### config.mk
export PLATFORM = sky130hd
export DESIGN_NAME = servo_duty_ramp
export DESIGN_NICKNAME = d
export VERILOG_FILES = /design/src/rtl/servo_pkg.sv /design/src/rtl/frame_tick_gen.sv /design/src/rtl/servo_duty_ramp.sv
export SDC_FILE = /design/constraint.sdc
export NUM_CORES = 1
export LEC_CHECK = 0
export BUFFER_PORTS_ARGS = -buffer_cell sky130_fd_sc_hd__buf_2
export CAP_MARGIN = 20
export CORE_ASPECT_RATIO = 0.7
export CORE_MARGIN = 2
export CORE_UTILIZATION = 25
export CTS_CLUSTER_SIZE = 25
export DETAILED_ROUTE_END_ITERATION = 8
export SETUP_SLACK_MARGIN = 0.15
export SLEW_MARGIN = 25
export SYNTH_ARGS = -nofsm -noshare
export SYNTH_HDL_FRONTEND = slang
export SYNTH_HIERARCHICAL = 1
export SYNTH_SLANG_ARGS = --single-unit
### constraint.sdc
create_clock -name clk -period 5.3 [get_ports clk]
set_input_delay 0.265 -clock clk [delete_from_list [all_inputs] [get_ports clk]]
set_output_delay 0.265 -clock clk [all_outputs]
set_load 0.03 [all_outputs]
### src/rtl/servo_pkg.sv
// Shared definitions for the servo command path: state encoding, mode constants,
// the PWM frame length shared with the generator, and the slew-limited track step.
package servo_pkg;

    localparam int FRAME_CYCLES_DEF = 20001;

    localparam logic MODE_TRACK = 1'b0;
    localparam logic MODE_SWEEP = 1'b1;

    typedef enum logic [1:0] {
        ST_IDLE       = 2'd0,
        ST_TRACK      = 2'd1,
        ST_SWEEP_UP   = 2'd2,
        ST_SWEEP_DOWN = 2'd3
    } state_t;

    // Move cur toward tgt by at most step; differences are taken in 9 bits so
    // nothing wraps and the result never overshoots tgt.
    function automatic logic [7:0] track_next(input logic [7:0] cur,
                                              input logic [7:0] tgt,
                                              input logic [8:0] step);
        logic [8:0] diff;
        if (tgt >= cur) begin
            diff = {1'b0, tgt} - {1'b0, cur};
            return (diff <= step) ? tgt : cur + step[7:0];
        end
        diff = {1'b0, cur} - {1'b0, tgt};
        return (diff <= step) ? tgt : cur - step[7:0];
    endfunction

endpackage

### src/rtl/frame_tick_gen.sv
// Free-running frame counter; frame_tick marks the last cycle of each frame.
module frame_tick_gen
    import servo_pkg::*;
#(
    parameter int FRAME_CYCLES = FRAME_CYCLES_DEF
) (
    input  logic clk,
    input  logic rst,
    output logic frame_tick
);

    localparam int CW = (FRAME_CYCLES > 1) ? $clog2(FRAME_CYCLES) : 1;
    localparam logic [CW-1:0] LAST = CW'(FRAME_CYCLES - 1);

    logic [CW-1:0] cnt;

    always_ff @(posedge clk or posedge rst) begin
        if (rst)
            cnt <= '0;
        else
            cnt <= (cnt == LAST) ? '0 : cnt + CW'(1);
    end

    assign frame_tick = (cnt == LAST);

endmodule

### src/rtl/servo_duty_ramp.sv
// Slew-limited servo duty command: tracks a target or sweeps between limits,
// updating only on frame boundaries every FRAMES_PER_STEP frames.
module servo_duty_ramp
    import servo_pkg::*;
#(
    parameter int FRAME_CYCLES    = FRAME_CYCLES_DEF,
    parameter int FRAMES_PER_STEP = 2,
    parameter int STEP            = 4,
    parameter int SWEEP_MIN       = 0,
    parameter int SWEEP_MAX       = 255,
    parameter int RESET_DUTY      = 128
) (
    input  logic       clk,
    input  logic       rst,
    input  logic       enable,
    input  logic       mode,
    input  logic [7:0] target,
    output logic [7:0] duty_cycle,
    output logic       frame_tick,
    output logic       at_target,
    output logic       moving
);

    localparam int SW = (FRAMES_PER_STEP > 1) ? $clog2(FRAMES_PER_STEP) : 1;
    localparam logic [SW-1:0] STEP_LAST = SW'(FRAMES_PER_STEP - 1);
    localparam logic [8:0] STEP9 = 9'(STEP);
    localparam logic [8:0] MIN9  = 9'(SWEEP_MIN);
    localparam logic [8:0] MAX9  = 9'(SWEEP_MAX);

    logic [SW-1:0] step_cnt;
    logic          step_evt;
    state_t        state, state_d, eff;
    logic [7:0]    duty_d;
    logic [8:0]    duty9, sw_up, sw_dn;

    frame_tick_gen #(.FRAME_CYCLES(FRAME_CYCLES)) u_frame (
        .clk        (clk),
        .rst        (rst),
        .frame_tick (frame_tick)
    );

    assign step_evt = frame_tick && (step_cnt == STEP_LAST);

    // Held clear while disabled so a re-enable always waits a full step interval.
    always_ff @(posedge clk or posedge rst) begin
        if (rst)
            step_cnt <= '0;
        else if (!enable)
            step_cnt <= '0;
        else if (frame_tick)
            step_cnt <= step_evt ? '0 : step_cnt + SW'(1);
    end

    // Sweep candidates clamp into [MIN, MAX] first, so an out-of-range entry
    // value lands on the nearest limit in one update.
    assign duty9 = {1'b0, duty_cycle};
    always_comb begin
        if (duty9 < MIN9)
            sw_up = MIN9;
        else if (duty9 + STEP9 >= MAX9)
            sw_up = MAX9;
        else
            sw_up = duty9 + STEP9;

        if (duty9 > MAX9)
            sw_dn = MAX9;
        else if (duty9 <= MIN9 + STEP9)
            sw_dn = MIN9;
        else
            sw_dn = duty9 - STEP9;
    end

    always_ff @(posedge clk or posedge rst) begin
        if (rst)
            state <= ST_IDLE;
        else
            state <= state_d;
    end

    // At a step event the mode picks the state whose update applies on this
    // edge; the sweep direction after the update follows the new value.
    always_comb begin
        state_d = state;
        duty_d  = duty_cycle;
        eff     = state;
        if (!enable) begin
            state_d = ST_IDLE;
        end else if (step_evt) begin
            if (mode == MODE_TRACK)
                eff = ST_TRACK;
            else if (state == ST_SWEEP_UP || state == ST_SWEEP_DOWN)
                eff = state;
            else
                eff = (duty9 >= MAX9) ? ST_SWEEP_DOWN : ST_SWEEP_UP;

            case (eff)
                ST_TRACK: begin
                    duty_d  = track_next(duty_cycle, target, STEP9);
                    state_d = ST_TRACK;
                end
                ST_SWEEP_UP: begin
                    duty_d  = sw_up[7:0];
                    state_d = (sw_up == MAX9) ? ST_SWEEP_DOWN : ST_SWEEP_UP;
                end
                ST_SWEEP_DOWN: begin
                    duty_d  = sw_dn[7:0];
                    state_d = (sw_dn == MIN9) ? ST_SWEEP_UP : ST_SWEEP_DOWN;
                end
                default: begin
                    duty_d  = duty_cycle;
                    state_d = ST_IDLE;
                end
            endcase
        end
    end

    always_ff @(posedge clk or posedge rst) begin
        if (rst) begin
            duty_cycle <= 8'(RESET_DUTY);
            moving     <= 1'b0;
            at_target  <= 1'b0;
        end else if (!enable) begin
            moving     <= 1'b0;
            at_target  <= 1'b0;
        end else if (step_evt) begin
            duty_cycle <= duty_d;
            moving     <= (duty_d != duty_cycle);
            at_target  <= (state_d == ST_TRACK) && (duty_d == target);
        end
    end

endmodule

==> results.md <==
Status:
- The flow ran to the end, and the final reports show no timing, DRC or antenna violations.

Synth:
- The most used flip-flop cell after synthesis is dfrtp_1.
- The number of nets handed over by synthesis was 442.
- The fraction of synthesis flops using an asynchronous set or reset pin is 1.00.
- The number of enable flip-flop cells after synthesis is 0.
- The cell count after synthesis is 408.
- Among all cell types in the netlist, the one instantiated most often is nand2_1.
- By count the netlist is led by nand2_1, nor2_1, dfrtp_1, a21oi_1, inv_1.
- The synthesized netlist contains 79 unique library cells.
- Of the post-synthesis cell area, the dominant cell type holds 0.211.
- The synthesized design spends more area on one cell type than any other, namely dfrtp_1.
- The post-synthesis instance area is 0.00321 mm2.
- Yosys attributes the largest share of cell area to dfrtp_1, ha_1, xnor2_1, a21oi_1, nand2_1.
- The synthesized design contains 28 register bits.
- The share of the Yosys chip area taken by registers is 0.219.
- The warning count from the yosys run is 6.
- The average cell area after synthesis is 7.87 um2.

GRT:
- The number of antenna violations at the first check in global routing came to 0.
- The via count of the first global-routing pass came to 3048.
- For this run, the total global-route usage over all layers was measured as 0.145.
- Global routing finished with a remaining overflow of 0.
- Entering global routing, the biggest net connects 22 pins.
- The first global-routing pass estimated 16.3 mm of wire.

Floorplan:
- The floorplan has 34 rows.
- The die is 98.8 um tall.
- The horizontal die dimension is 139 um.
- The die area is 0.0138 mm2.
- The number of ports placed on the die boundary is 23.
- The starting density of the core is 0.257.
- The floorplan step defined a core boundary enclosing 0.0125 mm2.

Route:
- The final route contains 3389 vias.
- The highest metal layer used by the detailed router is met4.
- Wire segments on met2 add up to 3.96 mm in the final route.
- Dividing the detail-routed wire length by the instance count gives 17.8 um.
- The routed wire length on met3 is 1.25 mm.
- Dividing the detail-routed via count by the number of cells gives 5.87.
- The initial DRC count is 478.
- For this run, the detailed router's first-pass iteration total came to 5.
- For this run, design rule violations remaining after detail routing come to 0.
- The detail route stage leaves a number of antenna-violating nets equal to 0.
- After detailed routing, the wire length on met1 is 4.90 mm.
- The final layout contains routed wiring with a total length of 10.2 mm.

Clocking:
- Counting the buffers created by CTS gives 3.
- The clock reaches the later pin of the worst-skew pair after 0.28 ns.
- The root buffer cell chosen for the clock tree is clkbuf_16.
- The total number of clock tree sinks is 28.
- The maximum count of clock buffers along a single path is 2.
- Once the clock tree was built, the resizer swapped 0 gates to a different size.
- The TritonCTS clock tree is yes.
- The count of H-tree levels built during CTS is 1.
- The number of hold buffers added after cts is 0.
- Buffers added to address setup during post-CTS repair amount to 0.
- The clock transition at the register clock pins on the worst setup and hold paths after CTS is 0.08 ns.

Placement:
- The final HPWL from detailed placement is 7.71 mm.
- The global placer's final weighted congestion is 0.959.
- Input and output buffers added on the ports amount to 22.
- The area of placed instances is 0.00343 mm2.
- The number of cells after detailed placement is 573.

Power and ir drop:
- Dividing total power by cell area gives a power density of 152 mW/mm2.
- The maximum vdd ir drop is 102 uV.
- The total power consumption of the routed design is 538 uW.
- Summed over all cells, the static leakage comes to 1.43 nW.

Critical path:
- Along the worst path, the maximum fanout reaches 16.
- In this run the register-to-register setup slack is 0.99 ns.
- The setup path with the least slack is of type reg -> reg.
- Following the worst setup path forward leads to its endpoint at moving.
- The worst register-to-register path ends at moving.
- The category of the worst setup path capture point is a register.
- Tracing the worst setup path back leads to its startpoint at duty_cycle[2].
- STA classifies the critical path startpoint as a register.
- The number of cells on the worst reg-to-reg path is 11.
- Data on the critical path is required at its endpoint by 5.47 ns.
- The startpoint identified for the worst register-to-register timing path is duty_cycle[2].
- STA puts the critical path data arrival time at 4.47 ns.

Layout:
- The finished cells cover 0.00354 mm2.
- The finished layout holds 577 standard cells, fillers aside.
- The repair_antennas step left the layout with diodes totalling 0.
- The area added between synthesis and finish is 10.2%.
- In the final design database the tool counted 450 nets.
- The share of post-route cells with drive strength above 1 is 0.120.

Timing:
- The shortest clock period the worst path allows after layout is 4.31 ns.
- The final-report setup violation count is 0.
- The aggregate negative setup slack is 0 ns.
- Of the available clock period, the critical path in the final layout requires 0.812.
- Timing would allow up to 232 MHz.
- The final clock skew is 0.00644 ns.
- Setup repair after global routing left no endpoint under its margin.
- The final-report hold violation count was 0.
- In this run the tightest slew margin relative to its limit is 0.382.
- The number of max-slew violations in the final report is 0.
- The transition time at the pin with the least slew margin is 0.922 ns.

Worst hold path:
- The worst hold path class is in -> async.

Flow run:
- Max-cap violations in this run came to 0.
layout by cell type, fill, tap and decap left out, drive strengths merged, types with 3 or more instances in the layout:
cell type,n
o31ai,8
nor3,15
a22oi,3
o21a,4
xnor2,15
nor3b,3
nand4,11
nor2b,5
xor2,6
nor2,28
nand3,21
and4,3
nand2b,5
o211ai,3
inv,26
dfrtp,27
clkbuf,3
a21o,10
or3,4
or4,7
a21oi,26
nand2,32
and3,4
ha,22
and2,5
nand3b,5
nor4,10
o21ai,18
a21boi,6
and4b,3
buf,24
a31oi,7
o22ai,5
layout make-up:
type / count / area [um2]
clock buffers: 3 / 75.1
clock inverters: 1 / 30.0
fillers: 1301 / 8930
inverters: 26 / 97.6
multi-input cells: 333 / 2300
flip-flops and latches: 28 / 702
well taps: 162 / 203
repair buffers: 24 / 125
layer usage:
metal  vias to the layer above  GRT usage
met2                       230      0.192
met1                      1591      0.230
met4                         0     0.0319
met3                        21     0.0345
li1                       1547          -
met5                         -          0
logic make-up (layout without fill, tap and decap cells):
family                     after synthesis  after routing  share of synthesized area
AOI/OAI and AO/OA                      122            122                      0.278
muxes                                    4              4                     0.0133
xor gates and xnor gates                21             21                     0.0573
adders and majority gates               22             22                     0.0858
and+or+nand+nor                        164            164                      0.284
DFF                                     28             28                      0.219
buffers and inverters                   47             54                     0.0632
registers in the layout, summed over array words and instances, names as in the netlist:
signal       count
u_frame/cnt     15
duty_cycle       8
state            2
at_target        1
moving           1
step_cnt         1
worst max-delay path, stage by stage, from the launching register on:
cell     delay (ns)
dfrtp_1        0.76
inv_1          0.34
ha_1           0.55
a21oi_1        0.13
nor4_1         0.37
a31oi_1        0.39
a311o_1        0.56
a211o_1        0.32
a21oi_1        0.15
nand3_1        0.12
a221o_1        0.27
a211o_1        0.23
power by group:
part	leakage [nW]	internal (mW)	switching (mW)
Sequential	0.358	0.213	0.0000000000000000276
Combinational	1.02	0.0310	0.0580
Clock	0.0511	0.151	0.0844
Total	1.43	0.395	0.142
worst min path at each step:
| stage | start | endpoint | slack, ns | depth (start not counted) |
|---|---|---|---|---|
| 2_1_floorplan | rst | at_target | 0.14 | 1 |
| 3_3_place_gp | rst | u_frame/cnt[2] | 0.36 | 2 |
| 3_5_place_dp | rst | u_frame/cnt[2] | 0.35 | 2 |
| 4_1_cts | rst | u_frame/cnt[2] | 0.06 | 2 |
| 5_1_grt | rst | duty_cycle[2] | 0.09 | 2 |
| 6_report | rst | u_frame/cnt[9] | 0.05 | 2 |
stage by stage:
stage                     worst slack, ns  hold WS, ns   util
after floorplan                      1.72        0.141      -
final                               0.994       0.0478  0.284
after detailed placement             1.19        0.355  0.275
after global placement               1.10        0.360  0.275
after CTS                            1.18       0.0629  0.284
after global routing                0.840       0.0945  0.284
(Power assumes the default switching activity.)
